**src/rtl/fetch_queue.sv**
```systemverilog
// Decoupled instruction-fetch stage: owns the PC, issues sequential requests to a
// one-cycle-latency instruction memory and buffers {pc, instr} pairs for decode.
module fetch_queue #(
  parameter int              PC_W     = 9,
  parameter int              INS_W    = 32,
  parameter int              DEPTH    = 4,
  parameter logic [PC_W-1:0] RESET_PC = '0
) (
  input  logic                       clk,
  input  logic                       reset,
  output logic                       imem_req,
  output logic [PC_W-1:0]            imem_addr,
  input  logic [INS_W-1:0]           imem_rdata,
  output logic                       out_valid,
  input  logic                       out_ready,
  output logic [PC_W-1:0]            out_pc,
  output logic [INS_W-1:0]           out_instr,
  input  logic                       redirect,
  input  logic [PC_W-1:0]            redirect_pc,
  input  logic                       halt,
  output logic [PC_W-1:0]            fetch_pc,
  output logic [$clog2(DEPTH):0]     count
);

  localparam int AW = $clog2(DEPTH);
  localparam int CW = AW + 1;

  logic [PC_W-1:0]  pc_q, pc_d;
  logic             inflight_q, inflight_d;
  logic [PC_W-1:0]  req_pc_q, req_pc_d;
  logic [AW-1:0]    rd_ptr_q, rd_ptr_d;
  logic [AW-1:0]    wr_ptr_q, wr_ptr_d;
  logic [CW-1:0]    count_q, count_d;

  logic [PC_W-1:0]  pc_mem_q  [DEPTH];
  logic [INS_W-1:0] ins_mem_q [DEPTH];

  logic             pop;
  logic             push;
  logic             issue;
  logic [CW:0]      credit;

  assign pop  = (count_q != '0) & out_ready;
  assign push = inflight_q & ~redirect;

  // Slots already promised: stored entries plus the response still on its way,
  // minus the one decode is taking this cycle.
  assign credit = {1'b0, count_q} + (CW+1)'(inflight_q) - (CW+1)'(pop);
  assign issue  = ~halt & ~redirect & (credit < (CW+1)'(DEPTH));

  always_comb begin
    pc_d       = pc_q;
    inflight_d = issue;
    req_pc_d   = req_pc_q;
    rd_ptr_d   = rd_ptr_q;
    wr_ptr_d   = wr_ptr_q;
    count_d    = count_q;
    if (redirect) begin
      pc_d       = redirect_pc & ~PC_W'(3);
      inflight_d = 1'b0;
      rd_ptr_d   = '0;
      wr_ptr_d   = '0;
      count_d    = '0;
    end else begin
      if (issue) begin
        pc_d     = pc_q + PC_W'(4);
        req_pc_d = pc_q;
      end
      if (push) wr_ptr_d = wr_ptr_q + AW'(1);
      if (pop)  rd_ptr_d = rd_ptr_q + AW'(1);
      case ({push, pop})
        2'b10:   count_d = count_q + CW'(1);
        2'b01:   count_d = count_q - CW'(1);
        default: count_d = count_q;
      endcase
    end
  end

  always_ff @(posedge clk or negedge reset) begin
    if (!reset) begin
      pc_q       <= RESET_PC;
      inflight_q <= 1'b0;
      req_pc_q   <= '0;
      rd_ptr_q   <= '0;
      wr_ptr_q   <= '0;
      count_q    <= '0;
    end else begin
      pc_q       <= pc_d;
      inflight_q <= inflight_d;
      req_pc_q   <= req_pc_d;
      rd_ptr_q   <= rd_ptr_d;
      wr_ptr_q   <= wr_ptr_d;
      count_q    <= count_d;
    end
  end

  // Storage is cleared on reset so the head reads as zero while empty.
  for (genvar gi = 0; gi < DEPTH; gi++) begin : g_entry
    always_ff @(posedge clk or negedge reset) begin
      if (!reset) begin
        pc_mem_q[gi]  <= '0;
        ins_mem_q[gi] <= '0;
      end else if (push && (wr_ptr_q == AW'(gi))) begin
        pc_mem_q[gi]  <= req_pc_q;
        ins_mem_q[gi] <= imem_rdata;
      end
    end
  end

  assign imem_req  = issue;
  assign imem_addr = pc_q;
  assign fetch_pc  = pc_q;
  assign out_valid = (count_q != '0);
  assign out_pc    = pc_mem_q[rd_ptr_q];
  assign out_instr = ins_mem_q[rd_ptr_q];
  assign count     = count_q;

endmodule

```
**config.mk**
```make
export PLATFORM = sky130hd
export DESIGN_NAME = fetch_queue
export DESIGN_NICKNAME = d
export VERILOG_FILES = /design/src/rtl/fetch_queue.sv
export SDC_FILE = /design/constraint.sdc
export NUM_CORES = 1
export LEC_CHECK = 0
export ABC_AREA = 1
export BUFFER_PORTS_ARGS = -buffer_cell sky130_fd_sc_hd__buf_2
export CORE_ASPECT_RATIO = 0.5
export CORE_MARGIN = 1
export CORE_UTILIZATION = 40
export DETAILED_ROUTE_END_ITERATION = 10
export HOLD_SLACK_MARGIN = 0.12
export PLACE_DENSITY = 0.56
export SLEW_MARGIN = 20
export SYNTH_ARGS = -nofsm -noshare
export SYNTH_HDL_FRONTEND = slang
export SYNTH_SLANG_ARGS = --single-unit
```
**constraint.sdc**
```tcl
create_clock -name clk -period 4.6 [get_ports clk]
set_input_delay 1.38 -clock clk [delete_from_list [all_inputs] [get_ports clk]]
set_output_delay 1.38 -clock clk [all_outputs]
set_load 0.01 [all_outputs]
```
==> flow_metrics.env <==
export IMPL_cpMostUsedCell="nand2_1"
export IMPL_max_cap_violations=0
export IMPL_synth_simple_gate_area_share_pct=15.8
export IMPL_cts_resized=0
export IMPL_synthTopCellsByArea="dfrtp_1 (55%), o21ai_0 (15%), nand2_1 (10%)"
export IMPL_maxSlewHeadroom_pct=41.2
export IMPL_finalWorstPathRequiredPeriod_ns=4.14
export IMPL_crit_type="input port to output pin"
export IMPL_multi_input_area_um2=2960
export IMPL_start_util_pct=41.0
export IMPL_cts_max_level=4
export IMPL_status="completed"
export IMPL_synth_top_area_cell="dfrtp_1"
export IMPL_p_leak_nw=4.63
export IMPL_seq_area_um2=4460
export IMPL_cts_buffers=17
export IMPL_slew_violations=0
export IMPL_synth_warnings=0
export IMPL_avgSynthCellArea_um2=8.49
export IMPL_setup_violations=0
export IMPL_grt_max_degree=80
export IMPL_rsz0062_at_grt="no"
export IMPL_synth_compound_area_share_pct=18.8
export IMPL_peakVddDrop_v=0.000285
export IMPL_n_antenna_cell=0
export IMPL_antenna_found_initial=0
export IMPL_final_nets=1068
export IMPL_critPathMaxStageDelay_ns=0.23
export IMPL_die_height_um=102
export IMPL_cts_sinks=178
export IMPL_synthXorXnorAreaFrac_pct=0.218
export IMPL_cts_tree="built"
export IMPL_crit_fanout=4
export IMPL_fin_tns_setup_ns=0
export IMPL_area_growth_pct=15.3
export IMPL_ant_nets=0
export IMPL_required_ns=3.22
export IMPL_crit_chain="buf_2 > nand2_1 > inv_1 > ha_1 > inv_1 > ha_1 > nand2_1 > inv_1 > nand2_1 > nand2_1 > nand2_1 > nand2_1 > inv_1 > nand2_2 > inv_2 > buf_2"
export IMPL_netlist_instances=947
export IMPL_place_hpwl_um=11600
export IMPL_root_buffer="clkbuf_16"
export IMPL_ctsLongestPathBuffers=2
export IMPL_first_iter_violations=256
export IMPL_post_drt_wl_per_cell_um=14.7
export IMPL_hold_viol_final=0
export IMPL_synth_cell_types=24
export IMPL_nFillCells=1938
export IMPL_routed_wl_um=19000
export IMPL_gr_total_overflow=0
export IMPL_worst_pin_slew_ns=0.882
export IMPL_synth_top_area_share_pct=55.4
export IMPL_grt_pass1_vias=5897
export IMPL_pre_cts_ws_ns=0.457
export IMPL_placed_cell_area_um2=8640
export IMPL_synth_top_family_by_area="compound AO/OA/AOI/OAI gates"
export IMPL_dr_pass1_iters=5
export IMPL_clk_pin_slew_worst_paths_ns=0.07
export IMPL_yosys_area_share_adder_pct=1.49
export IMPL_die_w_um=203
export IMPL_setup_slack_ns=0.456
export IMPL_post_cts_buffers=0
export IMPL_clk_latency_ns=0.43
export IMPL_arrival_ns=2.76
export IMPL_synthMuxAreaShare_pct=0
export IMPL_crit_path_end_kind="output pin"
export IMPL_fin_crit_sh_pct=90.1
export IMPL_core_um2=19600
export IMPL_drc=0
export IMPL_timing_hold_ws_ns=0.482
export IMPL_die_area_um2=20700
export IMPL_via_count=6403
export IMPL_syn_area_um2=8040
export IMPL_avgViaCountPerCell=4.96
export IMPL_fmax_mhz=241
export IMPL_final_area_um2=9270
export IMPL_rows=36
export IMPL_postSynthRegisterBits=178
export IMPL_fin_skew_ns=0.0112
export IMPL_seq_area_frac_synth_pct=55.4
export IMPL_io_buffers=101
export IMPL_drive_above_1_share_pct=15.4
export IMPL_crit_slowest_cell="ha_1"
export IMPL_grt_first_pass_wirelength_um=31000
export IMPL_hold_path_class="register to register"
export IMPL_power_density_nw_per_um2=551
export IMPL_gp_congestion=0.744
export IMPL_critPathLaunchType="input port"
export IMPL_ctsHoldBuffers=0
export IMPL_grt_total_usage_pct=19.2
export IMPL_num_io_pins=110
[through the flow]
step	instances	util, %	total power [mW]
5_1_grt	1292	47.3	5.48
3_3_place_gp	1260	44.1	3.60
2_1_floorplan	952	-	3.07
4_1_cts	1292	47.3	5.18
6_report	1292	47.3	5.11
3_5_place_dp	1260	44.1	3.62
[cells in the final DEF (no fill, tap or decap), types with 2 or more instances in the layout]
| cell | n |
|---|---|
| a21oi_1 | 5 |
| xor2_1 | 2 |
| o22ai_1 | 39 |
| o21ai_1 | 13 |
| inv_6 | 6 |
| nor2_1 | 84 |
| nand3_1 | 19 |
| buf_4 | 12 |
| clkbuf_8 | 2 |
| dfrtp_1 | 177 |
| buf_2 | 100 |
| inv_1 | 60 |
| conb_1 | 6 |
| nand2_1 | 217 |
| buf_12 | 3 |
| inv_2 | 2 |
| clkinvlp_4 | 2 |
| bufinv_16 | 3 |
| clkbuf_16 | 17 |
| o21ai_0 | 234 |
| ha_1 | 8 |
| nand2_2 | 4 |
[Yosys cell counts]
cell type / number
xor2_1: 2
o21ai_0: 234
clkinv_1: 2
a22o_1: 1
ha_1: 8
conb_1: 1
dfrtp_1: 178
buf_4: 19
inv_2: 1
clkbuf_1: 42
inv_1: 60
nand3_1: 19
o22ai_1: 39
buf_6: 9
nor2_1: 84
a21oi_1: 5
o21ai_1: 13
nor2_4: 1
nand2_2: 1
fa_1: 1
nand2_1: 221
buf_2: 4
nand3_2: 1
nand4_1: 1
[worst paths after layout]
path,from,endpoint,slack (ns),cells after the start
worst max-delay path,out_ready,imem_req,0.46,16
worst min register to register,ins_mem_q[95]$_DFFE_PN0P_,ins_mem_q[95]$_DFFE_PN0P_,0.48,2
worst max register to register,count[0]$_DFFE_PN0P_,fetch_pc[8]$_DFFE_PN0P_,2.10,19
min in group asynchronous,reset,ins_mem_q[14]$_DFFE_PN0P_,0.93,1
max in group asynchronous,reset,rd_ptr_q[0]$_DFFE_PN0P_,2.89,2
worst min-delay path,ins_mem_q[95]$_DFFE_PN0P_,ins_mem_q[95]$_DFFE_PN0P_,0.48,2
[worst max-delay path, delay by kind of cell]
family | cells | cell delay (ns)
buffers and inverters | 7 | 0.53
AND/OR/NAND/NOR | 7 | 0.44
adder cells (fa/ha/maj) | 2 | 0.40
[cell type report]
class,instances,share of cell area [%]
Sequential cell,178,48.0
Clock inverter,13,1.85
Clock buffer,19,4.88
Tap cell,266,3.59
Timing Repair Buffer,116,7.14
Inverter,63,2.55
Multi-Input combinational cell,637,31.9
[registers in the layout, indices dropped and copies added (netlist names)]
| signal | cells |
|---|---|
| fetch_pc | 7 |
| req_pc_q | 7 |
| pc_mem_q | 28 |
| inflight_q | 1 |
| wr_ptr_q | 2 |
| ins_mem_q | 128 |
| rd_ptr_q | 2 |
| count | 3 |
[metal layers]
layer	GRT usage, %	wire length [um]	part of all wire, %
met5	0	0	0
met3	3.92	707	3.7
met1	27.6	9820	52
met4	4.68	119	0.63
met2	29.7	8390	44
[cell families (layout without fill, tap and decap cells)]
family,after synthesis,after routing
AO/OA/AOI/OAI,292,292
XOR/XNOR,2,2
adder cells (fa/ha/maj),9,9
buffers and inverters,137,211
flip-flops,178,178
other,1,6
AND/OR/NAND/NOR,328,328
[report_power, final]
part	internal, mW	switching, mW	total [mW]
Combinational	0.573	0.940	1.51
Sequential	1.87	0.187	2.06
Clock	0.896	0.642	1.54
(Power assumes the default switching activity.)
